### src/rtl/dmem_port_arbiter.sv
// Two-port arbiter in front of the single-port data SRAM: grants one request per cycle,
// rejects accesses outside the SRAM window and routes the 1-cycle response to the granted port.
module dmem_port_arbiter #(
   parameter int unsigned DATA_WIDTH     = 32,
   parameter int unsigned RAM_SIZE       = 32768,
   parameter int unsigned MEM_ADDR_WIDTH = $clog2(RAM_SIZE),
   parameter logic [31:0] BASE_ADDR      = 32'h0010_0000,
   parameter bit          FIXED_PRIO     = 1'b0
) (
   input  logic                      clk,
   input  logic                      rst_ni,

   input  logic                      p0_req_i,
   output logic                      p0_gnt_o,
   input  logic [31:0]               p0_addr_i,
   input  logic                      p0_we_i,
   input  logic [DATA_WIDTH/8-1:0]   p0_be_i,
   input  logic [DATA_WIDTH-1:0]     p0_wdata_i,
   output logic                      p0_rvalid_o,
   output logic [DATA_WIDTH-1:0]     p0_rdata_o,
   output logic                      p0_err_o,

   input  logic                      p1_req_i,
   output logic                      p1_gnt_o,
   input  logic [31:0]               p1_addr_i,
   input  logic                      p1_we_i,
   input  logic [DATA_WIDTH/8-1:0]   p1_be_i,
   input  logic [DATA_WIDTH-1:0]     p1_wdata_i,
   output logic                      p1_rvalid_o,
   output logic [DATA_WIDTH-1:0]     p1_rdata_o,
   output logic                      p1_err_o,

   output logic                      mem_en_o,
   output logic [MEM_ADDR_WIDTH-1:0] mem_addr_o,
   output logic                      mem_we_o,
   output logic [DATA_WIDTH/8-1:0]   mem_be_o,
   output logic [DATA_WIDTH-1:0]     mem_wdata_o,
   input  logic [DATA_WIDTH-1:0]     mem_rdata_i
);

   localparam logic [32:0] WIN_LO = {1'b0, BASE_ADDR};
   localparam logic [32:0] WIN_HI = WIN_LO + 33'(RAM_SIZE);

   logic                    rr_ptr;
   logic                    resp_valid;
   logic                    resp_port;
   logic                    resp_err;
   logic                    resp_we;

   logic                    grant;
   logic                    winner;
   logic                    in_win;
   logic [31:0]             win_addr;
   logic                    win_we;
   logic [DATA_WIDTH/8-1:0] win_be;
   logic [DATA_WIDTH-1:0]   win_wdata;

   always_comb begin
      grant = (p0_req_i | p1_req_i) & rst_ni;
      // a sole requester (or nobody) resolves to p1_req_i; only a tie consults the policy
      if (p0_req_i && p1_req_i) begin
         winner = FIXED_PRIO ? 1'b0 : rr_ptr;
      end else begin
         winner = p1_req_i;
      end
      win_addr  = winner ? p1_addr_i  : p0_addr_i;
      win_we    = winner ? p1_we_i    : p0_we_i;
      win_be    = winner ? p1_be_i    : p0_be_i;
      win_wdata = winner ? p1_wdata_i : p0_wdata_i;
      in_win    = ({1'b0, win_addr} >= WIN_LO) && ({1'b0, win_addr} < WIN_HI);
   end

   assign p0_gnt_o = grant & ~winner;
   assign p1_gnt_o = grant & winner;

   assign mem_en_o    = grant & in_win;
   assign mem_we_o    = mem_en_o & win_we;
   assign mem_be_o    = mem_en_o ? win_be : '0;
   assign mem_wdata_o = mem_en_o ? win_wdata : '0;
   // low bits of the offset only; BASE_ADDR alignment makes the upper borrow irrelevant
   assign mem_addr_o  = mem_en_o ?
                        {win_addr[MEM_ADDR_WIDTH-1:2] - BASE_ADDR[MEM_ADDR_WIDTH-1:2], 2'b00} : '0;

   always_ff @(posedge clk or negedge rst_ni) begin
      if (!rst_ni) begin
         rr_ptr     <= 1'b0;
         resp_valid <= 1'b0;
         resp_port  <= 1'b0;
         resp_err   <= 1'b0;
         resp_we    <= 1'b0;
      end else begin
         resp_valid <= grant;
         if (grant) begin
            rr_ptr    <= ~winner;
            resp_port <= winner;
            resp_err  <= ~in_win;
            resp_we   <= win_we;
         end
      end
   end

   assign p0_rvalid_o = resp_valid & ~resp_port;
   assign p1_rvalid_o = resp_valid & resp_port;
   assign p0_err_o    = p0_rvalid_o & resp_err;
   assign p1_err_o    = p1_rvalid_o & resp_err;
   assign p0_rdata_o  = (p0_rvalid_o & ~resp_err & ~resp_we) ? mem_rdata_i : '0;
   assign p1_rdata_o  = (p1_rvalid_o & ~resp_err & ~resp_we) ? mem_rdata_i : '0;

endmodule

### config.mk
export PLATFORM = sky130hd
export DESIGN_NAME = dmem_port_arbiter
export DESIGN_NICKNAME = d
export VERILOG_FILES = /design/src/rtl/dmem_port_arbiter.sv
export SDC_FILE = /design/constraint.sdc
export NUM_CORES = 1
export LEC_CHECK = 0
export ABC_CLOCK_PERIOD_IN_PS = 1300
export CAP_MARGIN = 40
export CORE_AREA = 4 4 112 114
export DETAILED_ROUTE_END_ITERATION = 12
export DIE_AREA = 0 0 116 118
export DONT_BUFFER_PORTS = 1
export PLACE_DENSITY = 0.4
export SLEW_MARGIN = 20
export SYNTH_ARGS = -nofsm -noshare
export SYNTH_HDL_FRONTEND = slang
export SYNTH_SLANG_ARGS = --single-unit
export TNS_END_PERCENT = 1
### constraint.sdc
create_clock -name clk -period 1.3 [get_ports clk]
set_input_delay 0.13 -clock clk [delete_from_list [all_inputs] [get_ports clk]]
set_output_delay 0.13 -clock clk [all_outputs]
set_load 0.005 [all_outputs]
==> run metrics, run 1 <==
worst r2r path cells 5; result of the run finished with violations; Synth top area share between 20% and 30%; largest cells by area after synthesis nand3_1, a21oi_2, and2_1; pin count of the biggest net entering global routing 45; number of nets at the end of the flow 470; relative area change from synthesis to final layout 29.15%; reg-to-reg startpoint rr_ptr$_DFFE_PN0P_; estimated wirelength of the detail-placed design 7.940 mm; clock period minus final worst setup slack approximately 1.8 ns; Critical Path End Type primary output; number of placed I/O pins 297; largest area contributor in the synthesized netlist nand3_1; die span in x 116 um; gr usage total between 10% and 20%; area of the core about 11000 um^2; TritonCTS clock tree built; share of layout cells above drive strength 1 a little over a third; fraction of the yosys area taken by sequential cells about 6.2%; row cnt 39; placer congestion estimate approximately 0.81; y dimension of the die 118 um; Fin Clk Skew around 0.0013 ns; clock transition at the registers of the reported paths approximately 0.03 ns; clock net sink count 5; violated checks setup timing; Clock H-tree levels 1; accumulated negative setup slack -32.83 ns; number of cells on the worst hold path 2; vias per cell 5.253; startpoint class of the critical path flop; Mapped Area roughly 2000 um^2; Achievable Freq about 560 MHz; final std cells w/o fill between 400 and 500; leakage power approximately 0.70 nW; insertion delay to the later sink of the worst-skew pair about 0.22 ns; number of nets still failing antenna checks after routing 0; total count of hold-check failures in the final report 0; Routed WL per cell between 20 and 25 um; total overflow reported by the global router 0; number of standard cells after synthesis 292; number of antenna violations at the first check in global routing 0; via total after detailed routing 2301; initial cell density of the core 17.55%; end of the worst register-to-register path resp_we$_DFFE_PN0P_; Worst Path Arrival roughly 1.6 ns; setup repair after global routing missed its margin true; clock root buffer master clkbuf_16; share of the clock period used by the worst path 136.4%; vias in the first global route about 2300; final hold slack between 0.15 and 0.2 ns; CP required around 1.2 ns; area enclosed by the die boundary between 10000 and 15000 um^2; Num CTS Buffers 3; critical hold path startpoint rst_ni; post-route worst setup slack -0.4727 ns; setup-violating endpoint count in the final report 118; global-route wire length before repair around 13 mm; critical-path maximum fanout 8; Hold Path End resp_err$_DFFE_PN0P_; power per standard cell area 421.5 nW/um^2; number of buffers inserted by port buffering 0; maximum buffer depth of the clock tree 2; final max-slew violation count 0; number of register bits inferred by synthesis 5; number of DRC violations after detailed routing 0; maximum VDD drop 0.4265 mV; Pre-antenna DRT Iters 5; first-iteration detailed-routing DRC count between 90 and 100; worst min-delay path class input pin to flop; Filler Cell Count 1253; max-cap violation count 0; aggregate routed wire length ~9.8 mm; Total Power 0.001091 W; final core utilization between 20% and 30%; register-to-register setup slack -0.16 ns; diode insertion count for antenna repair 0; Netlist cell types 31; Yosys warnings 0; synthesized area per cell 6.864 um^2; class of the most critical setup path flop to primary output; total instance count after detailed placement 427
-- cell families (layout without fill, tap and decap cells) --
logic type             after synthesis  after routing  synth area share (%)
other                                1              2                0.1871
buffers and inverters               39             41                 14.11
and+or+nand+nor                    185            185                 51.50
AOI/OAI and AO/OA                   61             61                 27.47
muxes                                1              1                0.4994
DFF                                  5              5                 6.242
-- layout make-up --
type | instances | area [um^2] | area share [%]
Inverter | 4 | 15.01 | 0.5800
Clock buffer | 4 | 78.83 | 3.045
Sequential cell | 5 | 126.4 | 4.882
Tap cell | 143 | 178.9 | 6.912
Timing Repair Buffer | 33 | 466.7 | 18.03
Multi-Input combinational cell | 249 | 1723 | 66.55
-- cell usage after synthesis, drive strengths merged --
cell	instances
nand3	100
and2	66
a21oi	51
buf	29
nor4	7
clkbuf	6
dfrtp	5
inv	4
nor2	4
o21ai	4
and4	2
nand2	2
nor3b	2
a2111oi	1
a21boi	1
a21o	1
a22oi	1
and3	1
conb	1
mux2i	1
nor2b	1
o211a	1
o22a	1
-- cells in the final DEF, fill, tap and decap left out, types with 2 or more instances in the layout --
master / n
a21oi_2: 44
a21oi_4: 6
and2_1: 60
and2_4: 6
and4_2: 2
buf_12: 13
buf_4: 12
buf_6: 5
clkbuf_16: 5
conb_1: 2
dfrtp_1: 4
inv_1: 2
inv_2: 2
nand2_1: 2
nand3_1: 100
nor2_1: 2
nor2_4: 2
nor3b_4: 2
nor4_1: 7
o21ai_0: 2
o21ai_4: 2
-- power breakdown --
| part | switching (W) | total, W | internal [W] |
|---|---|---|---|
| combinational | 0.000207 | 0.000388 | 0.000182 |
| sequential | 0.0000241 | 0.000196 | 0.000172 |
| clock | 0.000100 | 0.000507 | 0.000407 |
| total | 0.000331 | 0.00109 | 0.000760 |
-- layer usage --
| metal | GRT usage (%) | routed length (um) |
|---|---|---|
| met4 | 1.088 | 33 |
| met5 | 0 | 0 |
| met2 | 24.50 | 5514 |
| met1 | 13.16 | 3339 |
| met3 | 1.080 | 893 |
-- sequential cells by signal, summed over array words and instances, names as in the netlist --
register / flops
resp_err: 1
resp_port: 1
resp_valid: 1
resp_we: 1
rr_ptr: 1
-- through the flow --
step                      area [um^2]  setup slack [ns]
after detailed placement         2275           -0.2960
after global routing             2589           -0.5110
after floorplan                  2013          -0.03338
after global placement           2275           -0.2557
after CTS                        2431           -0.5174
final                            2589           -0.4727
-- what timing repair did --
| action | in CTS | in global routing |
|---|---|---|
| pin swaps | 3 | 7 |
| endpoints found under the setup margin | 119 | 119 |
| buffers inserted | 0 | 2 |
| cloned | 0 | 4 |
| endpoints found under the hold margin | 5 | 0 |
| gates resized for setup | 17 | 11 |
| hold buffers | 1 | 0 |
-- worst max-delay path: stages (launching register included) --
cell and delay [ns]:
dfrtp_2 0.45, a2111oi_4 0.40, o21ai_4 0.09, buf_12 0.16, buf_4 0.14, a21oi_4 0.18
-- how the worst max path moves through the flow --
stage / endpoint / cells after the start / startpoint
2_1_floorplan: mem_addr_o[10] / 4 / rr_ptr$_DFFE_PN0P_
3_3_place_gp: mem_wdata_o[1] / 4 / rr_ptr$_DFFE_PN0P_
3_5_place_dp: mem_wdata_o[1] / 4 / rr_ptr$_DFFE_PN0P_
4_1_cts: mem_wdata_o[1] / 4 / rr_ptr$_DFFE_PN0P_
5_1_grt: mem_wdata_o[2] / 5 / rr_ptr$_DFFE_PN0P_
6_report: mem_wdata_o[2] / 5 / rr_ptr$_DFFE_PN0P_
(Power assumes the default switching activity.)
==> run 2: changes to the inputs <==
--- a/config.mk
+++ b/config.mk
@@ -12,6 +12,7 @@
 export DIE_AREA = 0 0 116 118
 export DONT_BUFFER_PORTS = 1
 export PLACE_DENSITY = 0.4
+export SETUP_SLACK_MARGIN = 0.2
 export SLEW_MARGIN = 20
 export SYNTH_ARGS = -nofsm -noshare
 export SYNTH_HDL_FRONTEND = slang
==> run 2 against run 1 <==
Net effect:
- largest cell class unchanged
- critical endpoint is now mem_addr_o[8]
- clock skew rose by 0.00088 ns
- cell count fell by 2.3%
- utilization fell by 2.0 points
- power fell by 7.8%
- maximum frequency rose by 3.8%
- combinational power fell by 22%
- sequential power barely moved
- the run still ends with setup timing left
- clock-buffer cell count did not move
- routed wire length fell by 0.52%
- first-iteration DRC count fell by 35%
==> run metrics, run 2 (same netlist as run 1, synthesis figures left out) <==
leakage power roughly 0.60 nW; vias per cell between 5 and 6; total overflow reported by the global router 0; multi-input combinational cell area roughly 1700 um^2; max-cap violation count 0; register-to-register setup slack -0.18 ns; Pre-antenna DRT Iters 4; share of the clock period used by the worst path 131.4%; clock transition at the registers of the reported paths 0.03 ns; class of the most critical setup path flop to primary output; Worst Path Arrival roughly 1.6 ns; end of the worst register-to-register path resp_we$_DFFE_PN0P_; number of placed I/O pins approximately 300; post-route worst setup slack -0.4085 ns; Total Power just over 0.001 W; total instance count after detailed placement between 400 and 500; final std cells w/o fill ~430; y dimension of the die roughly 120 um; Fin Clk Skew about 0.0022 ns; Critical Path End Type primary output; row cnt 39; clock net sink count 5; placer congestion estimate ~0.75; clock period minus final worst setup slack approximately 1.7 ns; clock root buffer master clkbuf_16; reg-to-reg startpoint rr_ptr$_DFFE_PN0P_; global-route wire length before repair approximately 13 mm; final hold slack ~0.11 ns; Routed WL per cell 22.73 um; most frequent cells in the layout nand3_1, and2_1, a21oi_2, buf_4, buf_12; diode insertion count for antenna repair 0; violated checks setup timing; number of buffers inserted by port buffering 0; Worst Setup EP mem_addr_o[8]; start point of the critical path rr_ptr$_DFFE_PN0P_; Filler Cell Count around 1300; final max-slew violation count 0; via total after detailed routing 2217; worst min-delay path class input pin to flop; CP required between 1 and 1.5 ns; estimated wirelength of the detail-placed design between 8 and 9 mm; number of DRC violations after detailed routing 0; insertion delay to the later sink of the worst-skew pair 0.23 ns; Num CTS Buffers 3; first-iteration detailed-routing DRC count 64; maximum VDD drop between 0.4 and 0.5 mV; area of the core roughly 11000 um^2; initial cell density of the core between 10% and 20%; relative area change from synthesis to final layout 17.79%; footprint of the flip-flops and latches approximately 130 um^2; aggregate routed wire length ~9.7 mm; pin count of the biggest net entering global routing 46; TritonCTS clock tree built; worst r2r path cells 5; Clock H-tree levels 1; Achievable Freq ~600 MHz; gr usage total 12.45%; maximum buffer depth of the clock tree 2; result of the run finished with violations; setup-violating endpoint count in the final report approximately 120; startpoint class of the critical path flop; area enclosed by the die boundary 13690 um^2; most common library cell in the layout ignoring fill and taps nand3_1; number of nets still failing antenna checks after routing 0; vias in the first global route ~2300; number of nets at the end of the flow 460; power per standard cell area 426.1 nW/um^2; total count of hold-check failures in the final report 0; die span in x 116 um; final core utilization just over 20%; share of layout cells above drive strength 1 about 33%; critical-path maximum fanout 22; setup repair after global routing missed its margin true; number of antenna violations at the first check in global routing 0
## run 2: cell types whose count changed in the layout (fill, tap and decap cells not counted), sizes merged
cell / before / now
buf: 30 / 22
clkbuf: 6 / 4
## run 2: cell type report
type	count	share of cell area (%)
tap	143	7.578
sequential	5	5.405
clock buffer	4	3.339
multi-input combinational	249	70.75
timing repair buffer	23	12.29
inverter	4	0.6359
## run 2: worst min-delay path by stage
stage | startpoint | endpoint | slack, ns | cells past startpoint
finish | rst_ni | resp_valid$_DFF_PN0_ | 0.11 | 2
global route | rst_ni | resp_valid$_DFF_PN0_ | 0.14 | 2
CTS | rst_ni | resp_valid$_DFF_PN0_ | 0.10 | 2
detailed placement | rst_ni | rr_ptr$_DFFE_PN0P_ | -0.17 | 0
global placement | rst_ni | rr_ptr$_DFFE_PN0P_ | -0.17 | 0
floorplan | rst_ni | resp_err$_DFFE_PN0P_ | -0.17 | 0
## run 2: metal layers
| metal | track usage, % | wire [um] | vias up |
|---|---|---|---|
| li1 | - | - | 1014 |
| met1 | 12.46 | 3232 | 1013 |
| met2 | 26.58 | 5609 | 186 |
| met3 | 1.748 | 827 | 4 |
| met4 | 1.305 | 60 | 0 |
| met5 | 0 | 0 | - |
## run 2: power breakdown
part,switching (W),internal [W]
Sequential,0.0000231,0.000172
Clock,0.000102,0.000407
Combinational,0.000178,0.000124
## run 2: repair_timing
item / CTS / global route
buffers inserted: 0 / 0
resized for setup: 12 / 5
pin swaps: 2 / 0
endpoints found under the hold margin: 5 / 0
setup endpoints to repair: 123 / 124
hold buffers: 1 / 0
## run 2: worst max-delay path, stage by stage, from the launching register on
cell	delay [ns]
dfrtp_2	0.44
a2111oi_4	0.38
o21ai_4	0.14
buf_12	0.19
a21oi_2	0.17
## run 2: stage by stage
stage	area [um^2]	worst slack (ns)	setup TNS, ns
finish	2361	-0.4085	-31.08
CTS	2340	-0.4480	-32.58
floorplan	2013	-0.009619	-0.4809
global placement	2207	-0.2886	-8.292
global route	2361	-0.5260	-41.28
detailed placement	2207	-0.3064	-9.162
==> run 3: changes to the inputs <==
--- a/config.mk
+++ b/config.mk
@@ -5,13 +5,14 @@
 export SDC_FILE = /design/constraint.sdc
 export NUM_CORES = 1
 export LEC_CHECK = 0
+export ABC_AREA = 1
 export ABC_CLOCK_PERIOD_IN_PS = 1300
 export CAP_MARGIN = 40
-export CORE_AREA = 4 4 112 114
+export CORE_AREA = 4 4 115 117
 export DETAILED_ROUTE_END_ITERATION = 12
-export DIE_AREA = 0 0 116 118
+export DIE_AREA = 0 0 119 121
 export DONT_BUFFER_PORTS = 1
-export PLACE_DENSITY = 0.4
+export PLACE_DENSITY = 0.39
 export SETUP_SLACK_MARGIN = 0.2
 export SLEW_MARGIN = 20
 export SYNTH_ARGS = -nofsm -noshare
==> run 3 against run 2 <==
Net effect:
- the flow still finishes with violations (setup timing)
- sequential share of layout area fell by 0.66 points
- clock-buffer cell count did not move
- non-clock buffer count rose by 16
- area after synthesis fell by 0.69%
- clock power fell by 0.8%
- worst hold slack improved by 0.019 ns
- global-route usage fell by 2.2 points
- sequential cell count did not move
- sequential power fell by 7%
- power rose by 23%
- routed wire length fell by 13%
- critical path type unchanged
- largest power group is now combinational cells
==> run metrics, run 3 <==
result of the run finished with violations; violated checks setup timing; maximum VDD drop ~0.27 mV; total overflow reported by the global router 0; Most used DFF post-synth dfrtp_1; leakage power around 1.6 nW; cell mode on critical path nand2_1; slowest cell on the critical path dfrtp_1; setup repair after global routing missed its margin true; gr usage total between 10% and 20%; count of flip-flops with a built-in enable after synthesis 0; final max-slew violation count 0; Filler Cell Count 1423; share of layout cells above drive strength 1 a little under a third; number of buffers inserted by port buffering 0; aggregate routed wire length about 8.5 mm; placer congestion estimate between 0.7 and 0.8; Post-synth ARST share 100.0%; switching fraction of total power between 30% and 40%; Num CTS Buffers 3; global-route wire length before repair between 10 and 15 mm; Worst Path Arrival 1.48 ns; power per standard cell area around 470 nW/um^2; largest cells by area after synthesis nand2_1, inv_1, nor2_1; area of the core roughly 12000 um^2; Routed WL per cell about 13 um; area enclosed by the die boundary roughly 14000 um^2; startpoint class of the critical path flop; class of the most critical setup path flop to primary output; number of DRC violations after detailed routing 0; vias per cell 4.078; number of standard cells after synthesis around 450; clock root buffer master clkbuf_16; total internal power between 0.0007 and 0.0008 W; fraction of power consumed by the clock network approximately 41%; share of the clock period used by the worst path 124.0%; number of nets still failing antenna checks after routing 0; pin count of the biggest net entering global routing 52; initial cell density of the core between 15 and 20%; final std cells w/o fill 638; most instantiated cells after synthesis nand2_1, inv_1, nor2_1, nor2_2, clkbuf_1; Yosys warnings 0; y dimension of the die ~120 um; delay of the slowest cell on the worst path ~0.36 ns; register-to-register setup slack -0.01 ns; synthesized area per cell 4.473 um^2; Critical Path End Type primary output; clock net sink count 5; relative area change from synthesis to final layout 32.37%; Pre-antenna DRT Iters 4; estimated wirelength of the detail-placed design ~7.4 mm; max-cap violation count 0; post-route standard cell area excluding fillers around 2600 um^2; number of register bits inferred by synthesis 5; Synth top area share between 30 and 40%; Netlist cell types 19; critical-path maximum fanout 31; switching power total about 0.00047 W; total instance count after detailed placement between 600 and 700; post-route worst setup slack -0.3115 ns; post-detailed-placement cell area roughly 2400 um^2; part of the total power dissipated in combinational logic 44.5%; worst min-delay path class input pin to flop; diode insertion count for antenna repair 0; number of placed I/O pins 297; first-iteration detailed-routing DRC count just under 80; TritonCTS clock tree built; Fin Clk Skew approximately 0.0022 ns; maximum buffer depth of the clock tree 2; number of nets at the end of the flow approximately 640; row cnt 41; postcts setup bufs 0; setup-violating endpoint count in the final report 98; total count of hold-check failures in the final report 0; most common library cell in the layout ignoring fill and taps nand2_1; vias in the first global route 2431; most frequent cells in the layout nand2_1, inv_1, nor2_2, nor2_1, buf_4; Achievable Freq approximately 620 MHz; clock transition at the registers of the reported paths roughly 0.030 ns; largest area contributor in the synthesized netlist nand2_1; worst path cell trace inv_2 -> nand2_2 -> nand2_4 -> nand2_1 -> nand2_1 -> nand2_1 -> inv_2 -> nand3_4 -> buf_12 -> nor2_2; insertion delay to the later sink of the worst-skew pair between 0.2 and 0.25 ns; cell with the most instances after synthesis nand2_1; CP required approximately 1.2 ns; number of antenna violations at the first check in global routing 0; accumulated negative setup slack -16.71 ns; Mapped Area roughly 2000 um^2; die span in x 119 um; fraction of the yosys area taken by sequential cells about 6.3%; clock period minus final worst setup slack approximately 1.6 ns; Flop pwr share between 10% and 20%; Clock H-tree levels 1; via total after detailed routing between 2000 and 3000
==> run 3: changes by cell type after synthesis, sizes merged, moves of 7 or more <==
cell	before	now
nand3	100	6
a21oi	51	0
buf	29	15
inv	4	95
nand2	2	173
nor4	7	0
and2	66	0
nor2	4	136
==> run 3: metrics by stage <==
stage               util, %  power (W)  setup slack, ns  hold WS [ns]
floorplan                 -  0.0005769        -0.004320       -0.1656
global placement      19.59  0.0006868         -0.08855       -0.1651
detailed placement    19.59  0.0007032          -0.1069       -0.1652
CTS                   20.75   0.001248          -0.3409        0.1510
global route          21.31   0.001358          -0.4333        0.1469
finish                21.31   0.001239          -0.3115        0.1270
==> run 3: area by class of cell <==
| type | instances | area, um^2 | share of cell area, % |
|---|---|---|---|
| clock buffers | 4 | 78.83 | 2.991 |
| inverters | 95 | 356.6 | 13.53 |
| multi-input cells | 323 | 1501 | 56.98 |
| flip-flops and latches | 5 | 125.1 | 4.748 |
| well taps | 172 | 215.2 | 8.167 |
| repair buffers | 39 | 357.8 | 13.58 |
==> run 3: power groups by stage <==
stage | clock network [W] | registers (W) | logic (W)
final | 0.000505 | 0.000182 | 0.000551
after global routing | 0.000533 | 0.000184 | 0.000641
after CTS | 0.000520 | 0.000181 | 0.000547
after detailed placement | 0 | 0.000181 | 0.000522
after floorplan | 0 | 0.000179 | 0.000398
after global placement | 0 | 0.000180 | 0.000506
==> run 3: worst max-delay path, delay by kind of cell, from the launching register on <==
kind                   cells  cell delay (ns)
buffers and inverters      3             0.32
DFF                        1             0.36
and+or+nand+nor            7             0.55
==> run 3: per-layer routing <==
layer,wire length [um],GRT usage [%]
met4,30,1.014
met1,3012,10.27
met3,712,2.517
met5,0,0
met2,4743,21.48
==> run 3: cells by family (layout without fill, tap and decap cells) <==
kind of cell	Yosys count	count (layout)	share of synthesized area [%]
AOI/OAI and AO/OA	4	4	1.131
buffers and inverters	118	138	25.08
DFF	5	5	6.285
other	1	2	0.1884
and+or+nand+nor	317	317	67.32
==> run 3: what timing repair did <==
item,4_1_cts,5_1_grt
resized for setup,23,29
endpoints found under the setup margin,120,122
hold buffers,1,0
hold endpoints to repair,5,0
==> run 3: path summary, 6_finish.rpt <==
path	start	end	cells after the start
worst max-delay path	rr_ptr$_DFFE_PN0P_	mem_addr_o[3]	10
worst min-delay path	p0_we_i	resp_we$_DFFE_PN0P_	2
worst max register to register	rr_ptr$_DFFE_PN0P_	resp_we$_DFFE_PN0P_	7
worst min register to register	resp_we$_DFFE_PN0P_	resp_we$_DFFE_PN0P_	2
max in group asynchronous	rst_ni	rr_ptr$_DFFE_PN0P_	1
min in group asynchronous	rst_ni	resp_valid$_DFF_PN0_	1
